--- src/rtl/nic_flit_injector_if.sv ---
// Core/router-facing handshake bundle for the NIC flit injector: message request side
// and flit/credit side toward one router input port.
`ifndef FLIT_DATA_WIDTH
`define FLIT_DATA_WIDTH 32
`endif

interface nic_flit_injector_if #(
    parameter int NUM_ROUTERS = 16
);
    localparam int FW           = `FLIT_DATA_WIDTH;
    localparam int RIB          = $clog2(NUM_ROUTERS);
    localparam int PAYLOAD_BITS = FW - 2 * RIB;

    logic                    req_valid;
    logic [RIB-1:0]          req_dest;
    logic [PAYLOAD_BITS-1:0] req_payload;
    logic                    req_ready;
    logic                    credit_inc;
    logic [FW-1:0]           flit_data;
    logic                    flit_valid;

    // Core and router side
    modport master (
        output req_valid, req_dest, req_payload, credit_inc,
        input  req_ready, flit_data, flit_valid
    );

    // Injector side
    modport slave (
        input  req_valid, req_dest, req_payload, credit_inc,
        output req_ready, flit_data, flit_valid
    );
endinterface

--- src/rtl/nic_flit_injector.sv ---
// NIC transmit side: queues core messages, builds flits and injects them into one router
// input port under credit-based flow control (one credit per downstream VC).
`ifndef FLIT_DATA_WIDTH
`define FLIT_DATA_WIDTH 32
`endif

module nic_flit_injector #(
    parameter int NUM_VC       = 4,
    parameter int NUM_ROUTERS  = 16,
    parameter int ROUTER_ID    = 0,
    parameter int QUEUE_DEPTH  = 4,
    parameter int PAYLOAD_BITS = `FLIT_DATA_WIDTH - 2 * $clog2(NUM_ROUTERS)
) (
    input  logic                             clk,
    input  logic                             reset,
    nic_flit_injector_if.slave               bus,
    output logic [$clog2(NUM_VC+1)-1:0]      credit_count,
    output logic [$clog2(QUEUE_DEPTH+1)-1:0] fifo_count,
    output logic                             credit_err
);
    localparam int FW      = `FLIT_DATA_WIDTH;
    localparam int RIB     = $clog2(NUM_ROUTERS);
    localparam int CW      = $clog2(NUM_VC + 1);
    localparam int QW      = $clog2(QUEUE_DEPTH + 1);
    localparam int PW      = $clog2(QUEUE_DEPTH);
    localparam int ENTRY_W = RIB + PAYLOAD_BITS;

    localparam logic [RIB-1:0] SRC_ID  = RIB'(ROUTER_ID);
    localparam logic [CW-1:0]  MAX_CR  = CW'(NUM_VC);
    localparam logic [QW-1:0]  MAX_OCC = QW'(QUEUE_DEPTH);

    localparam logic [1:0] IDLE    = 2'd0;
    localparam logic [1:0] ACTIVE  = 2'd1;
    localparam logic [1:0] BLOCKED = 2'd2;

    logic [ENTRY_W-1:0] fifo_mem [QUEUE_DEPTH];
    logic [ENTRY_W-1:0] head;

    logic [PW-1:0] wr_ptr_q, wr_ptr_d;
    logic [PW-1:0] rd_ptr_q, rd_ptr_d;
    logic [QW-1:0] fifo_count_q, fifo_count_d;
    logic [CW-1:0] credit_count_q, credit_count_d;
    logic          credit_err_q, credit_err_d;
    logic [FW-1:0] flit_data_q, flit_data_d;
    logic          flit_valid_q, flit_valid_d;
    logic [1:0]    state_q, state_d;

    logic req_ready;
    logic push;
    logic send;

    assign req_ready = fifo_count_q < MAX_OCC;
    assign push      = bus.req_valid && req_ready;
    assign send      = (fifo_count_q != '0) && (credit_count_q != '0);
    assign head      = fifo_mem[rd_ptr_q];

    // NOTE: every always_comb output gets a default first so no path can infer a latch.
    always_comb begin
        wr_ptr_d       = wr_ptr_q;
        rd_ptr_d       = rd_ptr_q;
        fifo_count_d   = fifo_count_q;
        credit_count_d = credit_count_q;
        credit_err_d   = credit_err_q;
        flit_data_d    = flit_data_q;
        flit_valid_d   = send;
        state_d        = state_q;

        if (push) wr_ptr_d = wr_ptr_q + PW'(1);
        if (send) rd_ptr_d = rd_ptr_q + PW'(1);

        case ({push, send})
            2'b10:   fifo_count_d = fifo_count_q + QW'(1);
            2'b01:   fifo_count_d = fifo_count_q - QW'(1);
            default: fifo_count_d = fifo_count_q;
        endcase

        // A return that coincides with a send cancels it, so only a lone return can overflow.
        case ({send, bus.credit_inc})
            2'b10: credit_count_d = credit_count_q - CW'(1);
            2'b01: begin
                if (credit_count_q == MAX_CR) credit_err_d   = 1'b1;
                else                          credit_count_d = credit_count_q + CW'(1);
            end
            default: credit_count_d = credit_count_q;
        endcase

        if (send) flit_data_d = {head[ENTRY_W-1 -: RIB], SRC_ID, head[PAYLOAD_BITS-1:0]};

        case (state_q)
            IDLE:    if (push) state_d = ACTIVE;
            ACTIVE: begin
                if (fifo_count_d == '0)          state_d = IDLE;
                else if (credit_count_d == '0)   state_d = BLOCKED;
            end
            BLOCKED: if (bus.credit_inc) state_d = ACTIVE;
            default: state_d = IDLE;
        endcase
    end

    always_ff @(posedge clk) begin
        if (reset) begin
            wr_ptr_q       <= '0;
            rd_ptr_q       <= '0;
            fifo_count_q   <= '0;
            credit_count_q <= MAX_CR;
            credit_err_q   <= 1'b0;
            flit_data_q    <= '0;
            flit_valid_q   <= 1'b0;
            state_q        <= IDLE;
        end else begin
            wr_ptr_q       <= wr_ptr_d;
            rd_ptr_q       <= rd_ptr_d;
            fifo_count_q   <= fifo_count_d;
            credit_count_q <= credit_count_d;
            credit_err_q   <= credit_err_d;
            flit_data_q    <= flit_data_d;
            flit_valid_q   <= flit_valid_d;
            state_q        <= state_d;
        end
    end

    // NOTE: storage is not reset; occupancy is tracked by the pointers and count, so stale
    // entries are never read, and leaving it unreset lets it map onto plain RAM/flops.
    always_ff @(posedge clk) begin
        if (push) fifo_mem[wr_ptr_q] <= {bus.req_dest, bus.req_payload};
    end

    assign bus.req_ready  = req_ready;
    assign bus.flit_data  = flit_data_q;
    assign bus.flit_valid = flit_valid_q;
    assign credit_count   = credit_count_q;
    assign fifo_count     = fifo_count_q;
    assign credit_err     = credit_err_q;
endmodule

--- src/flat_wrapper.sv ---
// flat-port wrapper written by rule: the top's interface ports become plain ports
module nic_flit_injector_flat 
#(
    parameter int NUM_VC       = 4,
    parameter int NUM_ROUTERS  = 16,
    parameter int ROUTER_ID    = 0,
    parameter int QUEUE_DEPTH  = 4,
    parameter int PAYLOAD_BITS = `FLIT_DATA_WIDTH - 2 * $clog2(NUM_ROUTERS)
)
  (clk, reset, credit_count, fifo_count, credit_err, bus_req_valid, bus_req_dest, bus_req_payload, bus_credit_inc, bus_req_ready, bus_flit_data, bus_flit_valid);
  nic_flit_injector_if #(.NUM_ROUTERS(NUM_ROUTERS)) bus_i ();
  input  logic clk;
  input  logic reset;
  output logic [$clog2(NUM_VC+1)-1:0] credit_count;
  output logic [$clog2(QUEUE_DEPTH+1)-1:0] fifo_count;
  output logic credit_err;
  input wire logic [$bits(bus_i.req_valid)-1:0] bus_req_valid;
  input wire logic [$bits(bus_i.req_dest)-1:0] bus_req_dest;
  input wire logic [$bits(bus_i.req_payload)-1:0] bus_req_payload;
  input wire logic [$bits(bus_i.credit_inc)-1:0] bus_credit_inc;
  output wire logic [$bits(bus_i.req_ready)-1:0] bus_req_ready;
  output wire logic [$bits(bus_i.flit_data)-1:0] bus_flit_data;
  output wire logic [$bits(bus_i.flit_valid)-1:0] bus_flit_valid;
  assign bus_i.req_valid = bus_req_valid;
  assign bus_i.req_dest = bus_req_dest;
  assign bus_i.req_payload = bus_req_payload;
  assign bus_i.credit_inc = bus_credit_inc;
  assign bus_req_ready = bus_i.req_ready;
  assign bus_flit_data = bus_i.flit_data;
  assign bus_flit_valid = bus_i.flit_valid;
  nic_flit_injector #(.NUM_VC(NUM_VC), .NUM_ROUTERS(NUM_ROUTERS), .ROUTER_ID(ROUTER_ID), .QUEUE_DEPTH(QUEUE_DEPTH), .PAYLOAD_BITS(PAYLOAD_BITS)) u_core (.clk(clk), .reset(reset), .bus(bus_i), .credit_count(credit_count), .fifo_count(fifo_count), .credit_err(credit_err));
endmodule
--- config.mk ---
export PLATFORM = sky130hd
export DESIGN_NAME = nic_flit_injector_flat
export DESIGN_NICKNAME = d
export VERILOG_FILES = /design/src/rtl/nic_flit_injector_if.sv /design/src/rtl/nic_flit_injector.sv /design/src/flat_wrapper.sv
export SDC_FILE = /design/constraint.sdc
export NUM_CORES = 1
export LEC_CHECK = 0
export CAP_MARGIN = 0
export CORE_UTILIZATION = 59
export CTS_BUF_LIST = sky130_fd_sc_hd__clkbuf_16
export DETAILED_ROUTE_END_ITERATION = 7
export PLACE_DENSITY = 0.84
export SYNTH_ARGS = -nofsm -noshare
export SYNTH_HDL_FRONTEND = slang
export SYNTH_SLANG_ARGS = --single-unit
--- constraint.sdc ---
create_clock -name clk -period 5.2 [get_ports clk]
set_input_delay 0.52 -clock clk [delete_from_list [all_inputs] [get_ports clk]]
set_output_delay 0.52 -clock clk [all_outputs]
set_load 0.05 [all_outputs]
=== Word level (Yosys, flattened, before mapping) ===
Memory sizes are Yosys's and may differ from the RTL's. A register that Yosys moved wholly into a read port is not among the register bits.
Index checks and enable logic that the tools add are counted.
Widths: inputs -> output; s select.

* Register bits after elaboration: 12
* RAM bits: 112
* Bits of input ports: 32
* Output and inout bits: 41
* Logic and storage cells: 33
* Memories: 1

{| class="wikitable"
|+ Memory list
! memory !! depth !! bits a word !! rd ports !! clocked after memory_dff !! write ports !! RTL line !! source
|-
| u_core.fifo_mem || 4 || 28 || 1 || 1 || 1 || nic_flit_injector.sv:36 || <nowiki>logic [ENTRY_W-1:0] fifo_mem [QUEUE_DEPTH];</nowiki>
|}

* Add/sub/neg operators: 6
* Magnitude comparators: 1
* Equal/unequal tests: 6
* Muxes and demuxes: 5
* Reductions and logical operators: 8

{| class="wikitable"
|+ Operators by type and width
! kind !! number
|-
| $pmux 3 s2 || 2
|-
| $add 3x1->3 const B || 2
|-
| $reduce_bool 3->1 || 2
|-
| $sub 3x1->3 const B || 2
|-
| $add 2x1->2 const B || 2
|-
| $eq 2x1->1 const B || 2
|-
| $eq 2x2->1 const B || 2
|-
| $reduce_and 2->1 || 2
|-
| $reduce_bool 2->1 || 2
|-
| $eq 3x3->1 const B || 1
|-
| $lt 3x3->1 const B || 1
|-
| $mux 3 || 1
|-
| $logic_and 1x1->1 || 2
|-
| $mux 1 || 2
|-
| $ne 2x2->1 const B || 1
|}

=== Depth between registers and ports, before layout ===
Gate-level depths: netlist of the first run.

* Depth in word-level cells: 5
* Depth in mapped cells: 10
* Mapped depth without buffers: 9

=== Least setup slack after synthesis of the first run ===
No wires, ideal clock.

* Kind: register to register
* From: reg u_core.credit_count_q[0], in the netlist u_core.credit_count[0]
* To: reg u_core.fifo_count_q[2], in the netlist u_core.fifo_count[2]
* Setup time: 0.070 ns
* Arrival: 2.442 ns
* Data required time: 5.130 ns
* Path slack: 2.688 ns
* Cell stages (with the launch flop): 11
* Path buffers: 1
* Clock period less this slack: 2.512 ns
* Path through: dfxtp_1 -> or3_4 -> nand2_2 -> inv_2 -> buf_2 -> ha_1 -> inv_1 -> fa_1 -> xor2_1 -> or3_1 -> a21oi_1

* Cells in the longest elaborated chain, start to end: 4
* Elaborated cells on any way between the ends: 6
* Classes of those cells: 2 x eq/ne; 1 x mux; 3 x reduce/logical

{| class="wikitable"
|+ Ends and longest elaborated chain
! element !! RTL line !! source
|-
| start: declaration || nic_flit_injector.sv:42 || <nowiki>logic [CW-1:0] credit_count_q, credit_count_d;</nowiki>
|-
| start signal: assignment || nic_flit_injector.sv:114 || <nowiki>credit_count_q <= credit_count_d;</nowiki>
|-
| $reduce_bool 3->1 (*) || nic_flit_injector.sv:54 || <nowiki>assign send = (fifo_count_q != '0) && (credit_count_q != '0);</nowiki>
|-
| $logic_and 1x1->1 (*) || nic_flit_injector.sv:54 ||
|-
| named net u_core.flit_valid_d || nic_flit_injector.sv:45 || <nowiki>logic flit_valid_q, flit_valid_d;</nowiki>
|-
| $eq 2x1->1 / $eq 2x2->1 (equally long branches) || nic_flit_injector.sv:71 || <nowiki>case ({push, send})</nowiki>
|-
| $pmux 3 s2 / $reduce_bool 2->1 (equally long branches) || n/a ||
|-
| end signal: assignment || nic_flit_injector.sv:113 || <nowiki>fifo_count_q <= fifo_count_d;</nowiki>
|-
| end: declaration || nic_flit_injector.sv:41 || <nowiki>logic [QW-1:0] fifo_count_q, fifo_count_d;</nowiki>
|}

The timed path passes the listed nets; every way through them passes the cells marked *.
A chain may end at the register's enable or synchronous reset.

=== Final worst setup path of the first run ===
* From: reg u_core.credit_count_q[0], in the netlist u_core.credit_count[0]
* To: reg u_core.fifo_count_q[2], in the netlist u_core.fifo_count[2]

* Cells in the longest elaborated chain, start to end: 4
* Elaborated cells on any way between the ends: 6
* Classes of those cells: 2 x eq/ne; 1 x mux; 3 x reduce/logical

{| class="wikitable"
|+ Ends and longest elaborated chain
! element !! RTL line
|-
| $reduce_bool 3->1 (*) || nic_flit_injector.sv:54
|-
| $logic_and 1x1->1 (*) || nic_flit_injector.sv:54
|-
| $eq 2x1->1 / $eq 2x2->1 (equally long branches) || nic_flit_injector.sv:71
|-
| $pmux 3 s2 / $reduce_bool 2->1 (equally long branches) || n/a
|}

Every way passes the cells marked *; elsewhere a longest branch is shown, timed or not.

==> results of run 1 <==
[where the power goes]
group          total (uW)  switching, uW  leakage (uW)  internal [uW]
clock                1150            453      0.000278            697
sequential           1670            152       0.00136           1520
combinational        1490            949      0.000729            540
[routing by layer]
metal	vias up	part of all wire
li1	1451	-
met1	1546	0.39
met2	107	0.54
met3	8	0.058
met4	0	0.0089
met5	-	0
[cell usage in the layout (no fill, tap or decap), drive strengths merged]
master           n
a211oi           2
a21oi           31
a31oi            2
and2             4
buf              6
bufinv           2
clkbuf          17
clkdlybuf4s50   67
clkinv           9
clkinvlp         2
conb             4
dfxtp           40
edfxtp         112
fa               2
ha               5
inv             11
mux4            28
nand2           59
nand3            3
nor2            10
nor2b            1
nor3             5
nor3b            2
nor4             1
o21a             1
o21ai            3
o21bai           1
or3              3
xnor2            2
xor2             3
[worst max-delay path, delay by kind of cell (launching register included)]
| kind | cells | cell delay, ns |
|---|---|---|
| AOI/OAI and AO/OA | 1 | 0.13 |
| xor gates and xnor gates | 1 | 0.16 |
| and+or+nand+nor | 3 | 0.90 |
| adders and majority gates | 2 | 0.66 |
| buffers and inverters | 2 | 0.70 |
| DFF | 1 | 0.45 |
[state kept, by name (all words and copies together) (netlist names)]
register	flops
u_core.bus.flit_data	28
u_core.credit_count	3
u_core.bus.flit_valid	1
u_core.fifo_count	3
u_core.credit_err	1
u_core.rd_ptr_q	2
u_core.wr_ptr_q	2
u_core.fifo_mem	112
[through the flow]
step / cells / hold WS [ns] / instance area, sq um / util / worst slack, ns
6_report: 567 / 0.4520 / 7036 / 0.7578 / 2.109
5_1_grt: 567 / 0.4783 / 7036 / 0.7578 / 1.899
4_1_cts: 567 / 0.4547 / 7036 / 0.7578 / 2.062
3_5_place_dp: 535 / 0.4465 / 6471 / 0.6970 / 2.121
3_3_place_gp: 535 / 0.4459 / 6471 / 0.6970 / 2.254
2_1_floorplan: 354 / 0.5382 / 5712 / - / 2.688
[final timing paths]
| path | slack [ns] | depth (start not counted) | end |
|---|---|---|---|
| hold / removal | 0.45 | 2 | u_core.bus.flit_data[13] |
| hold reg to reg | 0.45 | 2 | u_core.bus.flit_data[13] |
| setup / recovery | 2.11 | 9 | u_core.fifo_count[2] |
| setup reg to reg | 2.11 | 9 | u_core.fifo_count[2] |
[layout make-up]
cell class | count | share of cell area
Tap cell | 129 | 0.02294
Timing Repair Buffer | 73 | 0.1014
Clock inverter | 15 | 0.01974
Clock buffer | 17 | 0.06047
Sequential cell | 152 | 0.5920
Multi-Input combinational cell | 172 | 0.1986
Inverter | 9 | 0.004802
[kinds of logic after synthesis]
kind of cell             Yosys count
AO/OA/AOI/OAI                     40
XOR/XNOR                           5
adder cells (fa/ha/maj)            7
buffers and inverters             30
flip-flops                       152
multiplexers                      28
other                              1
AND/OR/NAND/NOR                   88
==> reports/results.ini, run 1 <==
[floorplan]
core_area_sq_um = 9284
rows = 35
io_pins = 73
start_util = 0.6140
die_x_um = 100.3
die_h_um = 100.3
die_area_sq_um = 10060

[finish]
multi_input_area_sq_um = 1398
nets = 464
seqCellArea_sq_um = 4165
antennaDiodeCount = 0
area_growth_syn_to_layout_pct = 23.42
drive_above_1_share = 0.1553
fillCellCount = 533

[clock_tree]
postCtsHoldBufs = 0
cts.sinks = 152
worstSkewPairLatency_ns = 0.42
cts_tree = built
clk_pin_slew_ns = 0.06
cts_buffer_depth = 2
post-cts-setup-buffers = 0
root_buffer = clkbuf_16
cts_resized = 0
h-tree-depth = 4
cts_buffers = 17

[yosys]
yosysUniqueCellTypes = 33
syn_area_sq_um = 5700
synth.area.mux_share = 0.1106
ys_warn_count = 0
syn-instance-count = 351
synth.most_common_cell = edfxtp_1
synth_adder_area_share = 0.01800
synth_common_cells = 112 x edfxtp_1, 58 x nand2_1, 40 x dfxtp_1
ys_seq_elements = 152
yosys.area_share.simple = 0.06804
synth-async-reset-ratio = 0
synth_compound_area_frac = 0.03819
ys_seq_area_frac = 0.7305
synth_top_area_frac = 0.5900
synth-xor-area-share = 0.007682
synth_area_leaders = edfxtp_1 59%, dfxtp_1 14%, mux4_2 11%, nand2_1 3.8%, a21oi_1 2.7%
synth_top_flop_cell = edfxtp_1
yosysTopAreaCell = edfxtp_1
avgSynthCellArea_sq_um = 16.24
synth_edf_count = 112
synth_top_family_by_area = multiplexers

[place]
port-buffer-count = 68
place_congestion = 0.7258
hpwlAfterDp_um = 6263

[global_routing]
grt_antenna_before_repair = 0
grt.busiest_layer = met2
grt_max_degree = 41
grtUsageMet2 = 0.3994
met3_usage = 0.08287
grtUsageMet1 = 0.2681
grt-ovfl-total = 0
grt_pass1_wl_um = 16640
grt_usage = 0.2349
grt_pass1_vias = 3291

[route]
drt-pass1-iter-count = 4
wire_per_inst_um = 18.53
vias_per_cell = 5.489
ant_nets = 0
drtIter0Drc = 198
drt-total-wl_um = 10510
vias = 3112
drc = 0

[pwr]
finalPower_uw = 4313
p_per_area_nw_per_um2 = 613.0
power.leakage_uw = 0.002363
ir_worst_vdd_mv = 0.4533

[critical_path]
path_cells = or3_4 > nand2_2 > inv_2 > ha_1 > inv_1 > fa_1 > xor2_1 > or3_1 > a21oi_1
worstPathRequired_ns = 5.54
cpPeakStageDelay_ns = 0.64
slowest_stage = inv_2
cp_data_arrival_time_ns = 3.43
crit_fanout = 32
startpoint = u_core.credit_count[0]
r2r-start = u_core.credit_count[0]
cp-end-kind = flop
startpoint_type = flop
crit_type = flop to flop

[hold_path]
worstHoldStart = u_core.bus.flit_data[13]
hold_class = flop to flop

[sta]
final.setup.tns_ns = 0
tightestPinTransition_ns = 1.085
clock.fmax_mhz = 323.5
finalCritPeriodShare = 0.5944
setup_viol = 0
rsz0062_at_grt = no
max-slew-margin-rel = 0.2769
layout_min_cycle_time_ns = 3.091
finClkSkew_ns = 0.01004
hold_viol = 0
finalMaxSlewViolations = 0

[flow_run]
maxCapViolCount = 0

[outcome]
status = finished clean

Power figures use the tool's default switching activity.
==> inputs of run 2 (changes only) <==
--- a/config.mk
+++ b/config.mk
@@ -6,10 +6,10 @@
 export NUM_CORES = 1
 export LEC_CHECK = 0
 export CAP_MARGIN = 0
-export CORE_UTILIZATION = 59
+export CORE_UTILIZATION = 49
 export CTS_BUF_LIST = sky130_fd_sc_hd__clkbuf_16
 export DETAILED_ROUTE_END_ITERATION = 7
-export PLACE_DENSITY = 0.84
+export PLACE_DENSITY = 0.75
 export SYNTH_ARGS = -nofsm -noshare
 export SYNTH_HDL_FRONTEND = slang
 export SYNTH_SLANG_ARGS = --single-unit
==> constraint.sdc (replaced) <==
create_clock -name clk -period 2.7 [get_ports clk]
set_input_delay 0.27 -clock clk [delete_from_list [all_inputs] [get_ports clk]]
set_output_delay 0.27 -clock clk [all_outputs]
set_load 0.05 [all_outputs]
==> run 2 against run 1 <==
Net effect: design area grew 2.2%; core utilization shrank 13 points; register-to-register slack lost 1.6 ns; clock-buffer cell count is the same; worst setup slack lost 1.6 ns; clock skew shrank 0.0034 ns; largest power group unchanged; first-iteration DRC count grew 5.6%; fmax grew 39%; sequential cell count is the same.
==> reports/results.ini, run 2 (same netlist as run 1, synthesis figures left out) <==
[clock_tree]
post-cts-setup-buffers = 0  ; unchanged
cts_buffer_depth = 2  ; unchanged
postCtsHoldBufs = 0  ; unchanged
root_buffer = clkbuf_16
worstSkewPairLatency_ns = 0.42  ; about the same
clk_pin_slew_ns = 0.06  ; about the same
h-tree-depth = 4  ; unchanged
cts.sinks = 152  ; unchanged
cts_buffers = 17  ; unchanged
cts_resized = 0  ; unchanged
cts_tree = built

[pwr]
ir_worst_vdd_mv = 0.8341  ; +84%
p_per_area_nw_per_um2 = 1201  ; +96%
power.leakage_uw = 0.002429  ; +2.8%

[sta]
setup_viol = 0  ; unchanged
final.setup.tns_ns = 0  ; unchanged
tightestPinTransition_ns = 0.8207  ; -0.2640 ns
hold_viol = 0  ; unchanged
rsz0062_at_grt = no
finalMaxSlewViolations = 0  ; unchanged
max-slew-margin-rel = 0.4529  ; +0.1760
finClkSkew_ns = 0.006671  ; -0.003372 ns
layout_min_cycle_time_ns = 2.232  ; -0.8593 ns
finalCritPeriodShare = 0.8265  ; +0.2321
clock.fmax_mhz = 448.1  ; +39%

[finish]
final_common_cell = edfxtp_1
largest_reg_flops = 112  ; unchanged
drive_above_1_share = 0.1716  ; +0.01631
fin_util = 0.6321  ; -0.1257
regMostFlops = u_core.fifo_mem
area_growth_syn_to_layout_pct = 26.08
nets = 469  ; +1.1%
layout_common_cells = 112 x edfxtp_1, 67 x clkdlybuf4s50_1, 58 x nand2_1
antennaDiodeCount = 0  ; unchanged

[place]
port-buffer-count = 68  ; unchanged
hpwlAfterDp_um = 6571  ; +4.9%
place_congestion = 0.7423  ; +2.3%

[critical_path]
crit_type = flop to flop
cpPeakStageDelay_ns = 0.45  ; -0.19 ns
path_cells = or3_4 > nand2_2 > nand2_1 > fa_1 > nor4_1 > o21a_1 > o21bai_1
cp_data_arrival_time_ns = 2.54  ; -0.89 ns
worstPathRequired_ns = 3.01  ; -2.53 ns
slowest_stage = or3_4
cp-end-kind = flop
startpoint_type = flop
crit_fanout = 9  ; -72%

[global_routing]
grt-ovfl-total = 0  ; unchanged
grt_pass1_wl_um = 17000  ; +2.2%
grt_usage = 0.2004  ; -0.03446
grt_max_degree = 41  ; unchanged
grt_antenna_before_repair = 0  ; unchanged
grt_pass1_vias = 3267  ; -0.73%

[floorplan]
start_util = 0.5014  ; -0.1126
rows = 39  ; +11%
core_area_sq_um = 11370  ; +22%
io_pins = 73  ; unchanged
die_h_um = 109.9  ; +9.5%
die_x_um = 109.9  ; +9.5%
die_area_sq_um = 12070  ; +20%

[route]
drtIter0Drc = 209  ; +5.6%
drt-total-wl_um = 11210  ; +6.7%
ant_nets = 0  ; unchanged
drt-pass1-iter-count = 4  ; unchanged
drc = 0  ; unchanged
wire_per_inst_um = 19.13  ; +3.2%
vias_per_cell = 5.529  ; +0.74%
vias = 3240  ; +4.1%

[outcome]
status = finished clean

[hold_path]
hold_class = input port to flop

[flow_run]
maxCapViolCount = 0  ; unchanged

==> run 2: cell count changes in the layout (fill, tap and decap cells not counted), moves of 2 or more <==
| cell | delta |
|---|---|
| and2_1 | -4 |
| and2_2 | +4 |
| buf_12 | +5 |
| bufinv_16 | +2 |
| clkinv_1 | +2 |
| clkinv_2 | +2 |
| clkinv_4 | -4 |
| clkinvlp_4 | -2 |
==> run 2: per-layer routing <==
metal  wire, um  global-route usage  up-vias
li1           -                   -     1460
met1       4677              0.2490     1649
met2       5771              0.3259      113
met3        587             0.06046       18
met4        174             0.08667        0
met5          0                   0        -
==> run 2: path summary, 6_finish.rpt <==
| path | from | to | slack, ns | cells past startpoint |
|---|---|---|---|---|
| worst max-delay path | u_core.fifo_count[0] | u_core.credit_count[2] | 0.47 | 7 |
| worst min register to register | u_core.bus.flit_data[14] | u_core.bus.flit_data[14] | 0.46 | 2 |
| worst min-delay path | reset | u_core.bus.flit_valid | 0.42 | 2 |
| worst max register to register | u_core.fifo_count[0] | u_core.credit_count[2] | 0.47 | 7 |
==> run 2: cell type report <==
class	instances	area (sq um)
sequential	152	4167
fill	810	4183
timing repair buffer	78	813.3
tap	143	178.9
clock inverter	15	166.4
inverter	9	33.78
multi-input combinational	172	1403
clock buffer	17	425.4
==> run 2: through the flow <==
step	instances	total power, uW	setup slack, ns	hold slack [ns]	instance area, sq um
final	586	8630	0.4684	0.4249	7187
after global routing	586	9015	0.3384	0.4571	7187
after CTS	586	8694	0.4593	0.4200	7187
after detailed placement	554	6292	0.4727	0.4525	6595
after global placement	554	6195	0.5908	0.4422	6595
after floorplan	354	5321	0.1879	0.3689	5712
==> run 2: power breakdown <==
part | switching (uW) | internal (uW) | total [uW] | leakage (uW)
clock | 867 | 1510 | 2380 | 0.000300
combinational | 1860 | 1140 | 3010 | 0.000772
sequential | 314 | 2930 | 3240 | 0.00136
total | 3040 | 5590 | 8630 | 0.00243
==> run 2: worst max-delay path, delay by kind of cell, from the launching register on <==
kind	cells	cell delay (ns)
and+or+nand+nor	4	1.15
DFF	1	0.36
AOI/OAI and AO/OA	2	0.21
adders and majority gates	1	0.40
==> inputs of run 3 (changes only) <==
==> constraint.sdc (replaced) <==
create_clock -name clk -period 1.99 [get_ports clk]
set_input_delay 0.199 -clock clk [delete_from_list [all_inputs] [get_ports clk]]
set_output_delay 0.199 -clock clk [all_outputs]
set_load 0.05 [all_outputs]
==> run 3 against run 2 <==
Net effect: core utilization grew 1.6 points; critical endpoint is now u_core.fifo_count[2]; clock power grew 24%; design area grew 2.5%; highest routed layer unchanged; hold slack lost 0.22 ns; sequential share of layout area shrank 1.1 points; global-route usage shrank 0.20 points; first-iteration DRC count shrank 1.9%.
==> reports/results.ini, run 3 (same netlist as run 1, synthesis figures left out) <==
[finish]
fin_util = 0.6481  ; +0.01596
drive_above_1_share = 0.2196  ; +0.04801
area_growth_syn_to_layout_pct = 29.26
multi_input_area_sq_um = 1454  ; +3.7%
regMostFlops = u_core.fifo_mem
largest_reg_flops = 112  ; unchanged
final_area_sq_um = 7368  ; +2.5%
fillCellCount = 813  ; +0.37%
final_common_cell = edfxtp_1
antennaDiodeCount = 0  ; unchanged
seqCellArea_sq_um = 4188  ; +0.51%
nets = 486  ; +3.6%
layout_common_cells = 112 x edfxtp_1, 67 x clkdlybuf4s50_1, 57 x nand2_1
fin_cells = 603  ; +2.9%

[critical_path]
slowest_stage = or3_4
r2r_setup_slack_ns = 0.05  ; -0.42 ns
crit_fanout = 5  ; -4
path_delay_family = simple AND/OR/NAND/NOR gates
startpoint_type = flop
path_cells = or3_4 > nand2_4 > inv_2 > ha_4 > inv_2 > fa_2 > xor2_2 > or3_4 > a21oi_2
cp_data_arrival_time_ns = 2.29  ; -0.25 ns
crit_buf_inv = 2  ; +2
cpPeakStageDelay_ns = 0.42  ; -0.03 ns
crit_type = flop to flop
worstPathRequired_ns = 2.34  ; -0.67 ns
cp-end-kind = flop

[global_routing]
grt_pass1_wl_um = 16920  ; -0.49%
grt_usage = 0.1984  ; -0.002010
grt_antenna_before_repair = 0  ; unchanged
grt_pass1_vias = 3340  ; +2.2%
grt-ovfl-total = 0  ; unchanged
grt_max_degree = 41  ; unchanged

[place]
place_congestion = 0.7184  ; -3.2%
placed_cell_area_sq_um = 6740  ; +2.2%
port-buffer-count = 68  ; unchanged
dp_cells = 564  ; +1.8%
post-place-ws_ns = -0.08279  ; -0.5555 ns
hpwlAfterDp_um = 6470  ; -1.5%

[pwr]
combinationalPowerShare = 0.387  ; +0.039
ir_worst_vdd_mv = 1.451  ; +74%
intPower_uw = 7591  ; +36%
p_per_area_nw_per_um2 = 1598  ; +33%
seq_power_share = 0.362  ; -0.014
power.leakage_uw = 0.002506  ; +3.2%
netSwitchingFraction = 0.3554  ; +0.002709
switching_power_uw = 4185  ; +38%
clockPowerShare = 0.251  ; -0.025

[route]
ant_nets = 0  ; unchanged
drt-total-wl_um = 10750  ; -4.1%
drtIter0Drc = 205  ; -1.9%
vias = 3223  ; -0.52%
wire_per_inst_um = 17.83  ; -6.8%
top_layer = met4
met1_length_um = 4513  ; -3.5%
drc = 0  ; unchanged
drt-pass1-iter-count = 4  ; unchanged
routed-wl-met3_um = 416  ; -29%
route.met2.wl_um = 5682  ; -1.5%
vias_per_cell = 5.345  ; -3.3%

[floorplan]
start_util = 0.5014  ; unchanged
die_area_sq_um = 12070  ; unchanged
core_area_sq_um = 11370  ; unchanged
rows = 39  ; unchanged
io_pins = 73  ; unchanged
die_x_um = 109.9  ; unchanged
die_h_um = 109.9  ; unchanged

[clock_tree]
h-tree-depth = 4  ; unchanged
cts.sinks = 152  ; unchanged
clk_pin_slew_ns = 0.06  ; about the same
worstSkewPairLatency_ns = 0.42  ; about the same
root_buffer = clkbuf_16
cts_tree = built
cts_buffers = 17  ; unchanged
cts_buffer_depth = 2  ; unchanged

[sta]
fin_ws_ns = 0.05033  ; -0.4181 ns
layout_min_cycle_time_ns = 1.940  ; -0.2919 ns
hold_viol = 0  ; unchanged
clock.fmax_mhz = 515.6  ; +15%
finClkSkew_ns = 0.005299  ; -0.001372 ns
rsz0062_at_grt = no
finalMaxSlewViolations = 0  ; unchanged
max-slew-margin-rel = 0.6340  ; +0.1812
setup_viol = 0  ; unchanged
tightestPinTransition_ns = 0.5447  ; -0.2759 ns
finalCritPeriodShare = 0.9747  ; +0.1482

[hold_path]
hold_class = input port to flop

[flow_run]
maxCapViolCount = 0  ; unchanged

[outcome]
status = finished clean

[run 3: cell count changes in the layout (fill, tap and decap cells not counted), moves of 3 or more]
cell      previous run  this run
dfxtp_4              0         6
buf_4                5        20
and2_1               0         4
clkinv_2             4         1
dfxtp_1             38        33
and2_2               4         0
[run 3: repair_timing]
item	CTS	global route
buffers inserted	0	7
hold buffers	0	0
setup endpoints to repair	0	2
resized for setup	0	6
[run 3: path summary, 6_finish.rpt]
check,startpoint,endpoint,depth (start not counted)
max reg2reg,u_core.credit_count[2],u_core.fifo_count[2],9
min reg2reg,u_core.bus.flit_data[7],u_core.bus.flit_data[7],2
max,u_core.credit_count[2],u_core.fifo_count[2],9
min,reset,u_core.fifo_count[2],3
[run 3: worst register-to-register path: cells and delay by family, from the launching register on]
| family | cells | cell delay [ns] |
|---|---|---|
| flops | 1 | 0.35 |
| simple gates | 3 | 0.85 |
| xor+xnor | 1 | 0.07 |
| fa+ha+maj | 2 | 0.37 |
| buf+inv | 2 | 0.11 |
| compound gates | 1 | 0.11 |
[run 3: through the flow]
| stage | hold WS [ns] | TNS (ns) | power [uW] |
|---|---|---|---|
| detailed placement | 0.4471 | -0.08279 | 8730 |
| finish | 0.2014 | 0 | 11780 |
| global route | 0.2108 | 0 | 12350 |
| CTS | 0.1960 | 0 | 11710 |
| global placement | 0.4438 | -0.01934 | 8609 |
| floorplan | 0.2979 | -0.1252 | 7369 |
[run 3: final cells by class]
type | count | area share
Timing Repair Buffer | 95 | 0.1311
Tap cell | 143 | 0.02428
Clock buffer | 17 | 0.05773
Clock inverter | 15 | 0.01664
Sequential cell | 152 | 0.5683
Multi-Input combinational cell | 172 | 0.1973
Inverter | 9 | 0.004585
[run 3: power groups by stage]
stage               combinational [uW]  clock, uW  sequential (uW)
floorplan                         2030          0             5340
global placement                  4310          0             4300
detailed placement                4390          0             4340
CTS                               4420       3010             4280
global route                      4900       3120             4320
finish                            4560       2950             4270
[run 3: metal layers]
layer | up-vias | track usage
met5 | - | 0
met4 | 0 | 0.08952
met3 | 11 | 0.04386
met2 | 85 | 0.3362
met1 | 1634 | 0.2435
li1 | 1493 | -
